--- config.mk ---
export PLATFORM = sky130hd
export DESIGN_NAME = sp_sync_ctrl
export DESIGN_NICKNAME = d
export VERILOG_FILES = /design/src/rtl/sp_sync_ctrl_pkg.sv /design/src/rtl/sp_sync_ctrl_sat_cnt.sv /design/src/rtl/sp_sync_ctrl.sv
export SDC_FILE = /design/constraint.sdc
export NUM_CORES = 1
export LEC_CHECK = 0
export ABC_AREA = 1
export CORE_ASPECT_RATIO = 1.75
export CORE_MARGIN = 2
export CORE_UTILIZATION = 50
export CTS_CLUSTER_SIZE = 24
export DETAILED_ROUTE_END_ITERATION = 8
export PLACE_DENSITY = 0.78
export RECOVER_POWER = 100
export SETUP_SLACK_MARGIN = 0.2
export SLEW_MARGIN = 25
export SYNTH_ARGS = -nofsm -noshare
export SYNTH_HDL_FRONTEND = slang
export SYNTH_HIERARCHICAL = 1
export SYNTH_SLANG_ARGS = --single-unit
--- constraint.sdc ---
create_clock -name clk_4f -period 2.5 [get_ports clk_4f]
set_input_delay 0.5 -clock clk_4f [delete_from_list [all_inputs] [get_ports clk_4f]]
set_output_delay 0.5 -clock clk_4f [all_outputs]
set_load 0.05 [all_outputs]
--- src/rtl/sp_sync_ctrl_pkg.sv ---
// Shared definitions for the serial receive sync controller: state encoding,
// default comma character and a small elaboration-time helper.
package sp_sync_ctrl_pkg;

    typedef enum logic [1:0] {
        ST_SEARCH    = 2'd0,
        ST_COUNT     = 2'd1,
        ST_ACTIVE    = 2'd2,
        ST_SLIP_WAIT = 2'd3
    } sync_state_e;

    localparam logic [7:0] BC_CHAR_DEFAULT = 8'hBC;

    function automatic int max_int(input int a, input int b);
        return (a > b) ? a : b;
    endfunction

endpackage

--- src/rtl/sp_sync_ctrl_sat_cnt.sv ---
// Saturating up-counter with synchronous clear; clear wins over increment.
module sp_sync_ctrl_sat_cnt #(
    parameter int W = 8
) (
    input  logic         clk,
    input  logic         reset,
    input  logic         inc,
    input  logic         clr,
    output logic [W-1:0] cnt
);

    logic [W-1:0] cnt_q, cnt_d;

    // Next count: clear, else increment unless already at all-ones.
    always_comb begin
        cnt_d = cnt_q;
        if (clr)
            cnt_d = '0;
        else if (inc && (cnt_q != {W{1'b1}}))
            cnt_d = cnt_q + W'(1);
    end

    // Count register with synchronous reset.
    always_ff @(posedge clk) begin
        if (reset) cnt_q <= '0;
        else       cnt_q <= cnt_d;
    end

    assign cnt = cnt_q;

endmodule

--- src/rtl/sp_sync_ctrl.sv ---
// Comma-based alignment/sync controller for the serial-to-parallel receive
// path: hunts for BC_REQ consecutive commas, requests bit-slips while no comma
// shows up, forwards data bytes once active and drops out when the link goes quiet.
module sp_sync_ctrl
    import sp_sync_ctrl_pkg::*;
#(
    parameter logic [7:0] BC_CHAR      = BC_CHAR_DEFAULT,
    parameter int         BC_REQ       = 4,
    parameter int         SLIP_TIMEOUT = 16,
    parameter int         SLIP_HOLD    = 8,
    parameter int         LOSS_REQ     = 4
) (
    input  logic       clk_4f,
    input  logic       reset,
    input  logic [7:0] byte_in,
    input  logic       byte_in_vld,
    output logic       slip,
    output logic       active,
    output logic [7:0] data_out,
    output logic       valid_out,
    output logic [2:0] bc_count,
    output logic [7:0] sync_loss_cnt
);

    // One timer serves both the search timeout and the post-slip settle time.
    localparam int TMR_W  = $clog2(max_int(SLIP_TIMEOUT, SLIP_HOLD) + 1);
    localparam int LOSS_W = $clog2(LOSS_REQ + 1);

    sync_state_e       state_q, state_d;
    logic [TMR_W-1:0]  timer_q, timer_d;
    logic              slip_q, slip_d;
    logic              active_q, active_d;
    logic [7:0]        data_q, data_d;
    logic              valid_q, valid_d;
    logic [2:0]        bc_q, bc_d;

    logic              loss_inc, loss_clr, sl_inc;
    logic [LOSS_W-1:0] loss_cnt;

    logic is_comma, is_data;
    assign is_comma = byte_in_vld && (byte_in == BC_CHAR);
    assign is_data  = byte_in_vld && (byte_in != BC_CHAR);

    // Next-state and registered-output computation for the sync FSM.
    always_comb begin
        state_d  = state_q;
        timer_d  = timer_q;
        slip_d   = 1'b0;
        active_d = active_q;
        data_d   = data_q;
        valid_d  = 1'b0;
        bc_d     = bc_q;
        loss_inc = 1'b0;
        loss_clr = 1'b1;
        sl_inc   = 1'b0;
        case (state_q)
            ST_SEARCH: begin
                active_d = 1'b0;
                bc_d     = 3'd0;
                if (is_comma) begin
                    // A comma beats the timeout landing on the same cycle.
                    timer_d = '0;
                    bc_d    = 3'd1;
                    if (BC_REQ == 1) begin
                        state_d  = ST_ACTIVE;
                        active_d = 1'b1;
                    end else begin
                        state_d = ST_COUNT;
                    end
                end else if (timer_q == TMR_W'(SLIP_TIMEOUT - 1)) begin
                    slip_d  = 1'b1;
                    timer_d = '0;
                    state_d = ST_SLIP_WAIT;
                end else begin
                    timer_d = timer_q + TMR_W'(1);
                end
            end
            ST_SLIP_WAIT: begin
                // Deserializer is re-aligning; everything on the input is ignored.
                if (timer_q == TMR_W'(SLIP_HOLD - 1)) begin
                    timer_d = '0;
                    state_d = ST_SEARCH;
                end else begin
                    timer_d = timer_q + TMR_W'(1);
                end
            end
            ST_COUNT: begin
                if (is_comma) begin
                    bc_d = bc_q + 3'd1;
                    if (bc_q == 3'(BC_REQ - 1)) begin
                        state_d  = ST_ACTIVE;
                        active_d = 1'b1;
                    end
                end else if (is_data) begin
                    bc_d    = 3'd0;
                    timer_d = '0;
                    state_d = ST_SEARCH;
                end
            end
            ST_ACTIVE: begin
                loss_clr = byte_in_vld;
                if (is_data) begin
                    data_d  = byte_in;
                    valid_d = 1'b1;
                end else if (!byte_in_vld) begin
                    if (loss_cnt == LOSS_W'(LOSS_REQ - 1)) begin
                        state_d  = ST_SEARCH;
                        active_d = 1'b0;
                        bc_d     = 3'd0;
                        timer_d  = '0;
                        loss_clr = 1'b1;
                        sl_inc   = 1'b1;
                    end else begin
                        loss_inc = 1'b1;
                    end
                end
            end
            default: state_d = ST_SEARCH;
        endcase
    end

    // State and output registers, synchronously reset.
    always_ff @(posedge clk_4f) begin
        if (reset) begin
            state_q  <= ST_SEARCH;
            timer_q  <= '0;
            slip_q   <= 1'b0;
            active_q <= 1'b0;
            data_q   <= 8'h00;
            valid_q  <= 1'b0;
            bc_q     <= 3'd0;
        end else begin
            state_q  <= state_d;
            timer_q  <= timer_d;
            slip_q   <= slip_d;
            active_q <= active_d;
            data_q   <= data_d;
            valid_q  <= valid_d;
            bc_q     <= bc_d;
        end
    end

    // Consecutive silent cycles while active.
    sp_sync_ctrl_sat_cnt #(.W(LOSS_W)) u_loss_cnt (
        .clk   (clk_4f),
        .reset (reset),
        .inc   (loss_inc),
        .clr   (loss_clr),
        .cnt   (loss_cnt)
    );

    // Number of ACTIVE->SEARCH drops, sticks at 255.
    sp_sync_ctrl_sat_cnt #(.W(8)) u_sync_loss_cnt (
        .clk   (clk_4f),
        .reset (reset),
        .inc   (sl_inc),
        .clr   (1'b0),
        .cnt   (sync_loss_cnt)
    );

    assign slip      = slip_q;
    assign active    = active_q;
    assign data_out  = data_q;
    assign valid_out = valid_q;
    assign bc_count  = bc_q;

endmodule

==> flow_metrics.env <==
export IMPL_layout_min_cycle_time_ns=2.114
export IMPL_nNetsFinal=335
export IMPL_via_per_inst=5.045
export IMPL_power_density_mw_per_mm2=767.0
export IMPL_synth_warnings=6
export IMPL_rows=29
export IMPL_maxSlewViolCount=0
export IMPL_die_area_mm2=0.004156
export IMPL_grt_pass1_vias=1639
export IMPL_crit_chain="dlygate4sd3_1"
export IMPL_via_count=1806
export IMPL_grt_pass1_wl_um=7107
export IMPL_fmax_mhz=472.9
export IMPL_critPathRequiredTime_ns=2.00
export IMPL_hp_class="flop to flop"
export IMPL_synth_area_top_cells="dfxtp_1, nand2_1, nor2_1, ha_1, inv_1"
export IMPL_grt_overflow=0
export IMPL_yosysTopAreaCell="dfxtp_1"
export IMPL_cts_tree="yes"
export IMPL_cts_hold_buf=0
export IMPL_htree_levels=2
export IMPL_start_kind="flop"
export IMPL_route_detailed_drc=0
export IMPL_clkSinkCount=32
export IMPL_hold_violations=0
export IMPL_yosysMostFrequentCell="nand2_1"
export IMPL_track_usage_pct=22.09
export IMPL_numCtsBuffers=5
export IMPL_dr_pass1_iters=4
export IMPL_seq_area_frac_synth_pct=35.21
export IMPL_maxCapViolCount=0
export IMPL_synthDistinctLibCells=25
export IMPL_power_mw=1.748
export IMPL_cp_end_kind="primary output"
export IMPL_cts_clk_slew_worst_paths_ns=0.07
export IMPL_ir_worst_vdd_v=0.0005669
export IMPL_synth_avg_cell_area_um2=6.640
export IMPL_synth_edff_count=0
export IMPL_areaGrowthSynthToFinish_pct=25.24
export IMPL_core_mm2=0.003556
export IMPL_setup_viol=0
export IMPL_fin_ws_ns=0.3855
export IMPL_worst_slew_pin_slew_ns=0.5213
export IMPL_hold_slack_ns=0.4813
export IMPL_ctsResizeCount=0
export IMPL_rsz0062_at_grt="false"
export IMPL_finalCritPeriodShare_pct=84.58
export IMPL_wl_per_cell_um=11.72
export IMPL_finalWirelength_um=4197
export IMPL_drt_iter0_markers=54
export IMPL_worstPathMaxFanout=6
export IMPL_netlist_area_mm2=0.001819
export IMPL_diodes=0
export IMPL_fin_skew_ns=0.004518
export IMPL_die_h_um=83.80
export IMPL_slew_headroom_pct=65.13
export IMPL_finalSetupTns_ns=0
export IMPL_max_stage_delay_ns=0.91
export IMPL_dp_hpwl_um=3310
export IMPL_io_buffers=32
export IMPL_globalplace_congestion=0.8768
export IMPL_antenna_found_initial=0
export IMPL_power_leakage_nw=1.041
export IMPL_postSynthCellCount=274
export IMPL_syn_num_nets=298
export IMPL_crit_slowest_cell="dlygate4sd3_1"
export IMPL_drt_antenna_violating_nets=0
export IMPL_clk_latency_ns=0.28
export IMPL_status="completed"
export IMPL_worst_endpoint_arrival_ns=1.61
export IMPL_cts_buffer_depth=2
export IMPL_start_util_pct=51.16
export IMPL_yosys_top_cells_count="nand2_1, nor2_1, inv_1, dfxtp_1, nand3_1"
export IMPL_preCtsSetupSlack_ns=0.2882
export IMPL_num_io_pins=33
export IMPL_layout_drive_gt1_share_pct=5.769
export IMPL_ctsRootBufferMaster="clkbuf_8"
export IMPL_die_x_um=49.60
export IMPL_path_delay_family="buffers and inverters"
export IMPL_path_class="flop to primary output"
export IMPL_critical_path_buf_inv_count=1
export IMPL_synth_seq_cells=32
export IMPL_async_flop_share_pct=0
export IMPL_synth_top_area_share_pct=35.21
export IMPL_synth_flop_cell="dfxtp_1"
export IMPL_grt_max_degree=18
export IMPL_cts_setup_buffers=0
==> registers in the layout (all words and copies together) (netlist names) <==
signal	count
data_out	8
u_sync_loss_cnt/cnt	8
timer_q	5
bc_count	3
u_loss_cnt/cnt	3
state_q	2
active	1
slip	1
valid_out	1
==> area by class of cell <==
| cell class | count | area [um^2] |
|---|---|---|
| clock buffer | 5 | 68.82 |
| clock inverter | 3 | 42.54 |
| fill | 360 | 1277 |
| inverter | 42 | 158.9 |
| multi-input combinational | 197 | 985.9 |
| sequential | 32 | 640.6 |
| tap | 46 | 57.56 |
| timing repair buffer | 33 | 324.1 |
==> stage by stage <==
step / area (um^2) / util [%] / instances
2_1_floorplan: 1819 / - / 274
3_3_place_gp: 2185 / 61.44 / 350
3_5_place_dp: 2185 / 61.44 / 350
4_1_cts: 2296 / 64.57 / 358
5_1_grt: 2278 / 64.07 / 358
6_report: 2278 / 64.07 / 358
==> where the power goes <==
group | switching, mW | internal (mW) | leakage, nW
combinational | 0.428 | 0.210 | 0.727
sequential | 0.0448 | 0.572 | 0.259
clock | 0.198 | 0.295 | 0.0541
==> layer usage <==
| layer | global-route usage (%) | vias up | share of wire [%] |
|---|---|---|---|
| met1 | 20.50 | 833 | 37 |
| met5 | 0 | - | 0 |
| met4 | 10.10 | 0 | 1.8 |
| met3 | 3.226 | 5 | 2.5 |
| met2 | 44.24 | 29 | 59 |
| li1 | - | 939 | - |
==> kinds of logic after synthesis <==
logic type      count (synthesis)  synth area share [%]
fa+ha+maj                      13                 8.941
simple gates                  146                 35.08
buf+inv                        45                 9.834
flops                          32                 35.21
compound gates                 36                 10.25
other cells                     1                0.2061
xor+xnor                        1                0.4815
==> layout by cell type (no fill, tap or decap), types with 2 or more instances in the layout <==
cell type / synthesis / final
a21oi_1: 17 / 18
clkbuf_8: 0 / 5
clkdlybuf4s50_1: 0 / 7
clkinv_2: 1 / 2
dfxtp_1: 32 / 32
dlygate4sd3_1: 0 / 25
ha_1: 13 / 13
inv_1: 38 / 38
inv_2: 3 / 3
nand2_1: 56 / 57
nand3_1: 21 / 22
nand4_1: 6 / 6
nor2_1: 51 / 52
nor2_2: 4 / 3
nor3_1: 2 / 2
o21ai_0: 17 / 17
==> path summary, 6_finish.rpt <==
| check | end | cells past startpoint | slack (ns) | from |
|---|---|---|---|---|
| min | active | 2 | 0.48 | active |
| max reg2reg | timer_q[3] | 9 | 0.70 | state_q[0] |
| max | sync_loss_cnt[0] | 1 | 0.39 | u_sync_loss_cnt/cnt[0] |
| min reg2reg | active | 2 | 0.48 | active |
No activity file was read; power rests on OpenSTA's default activity.
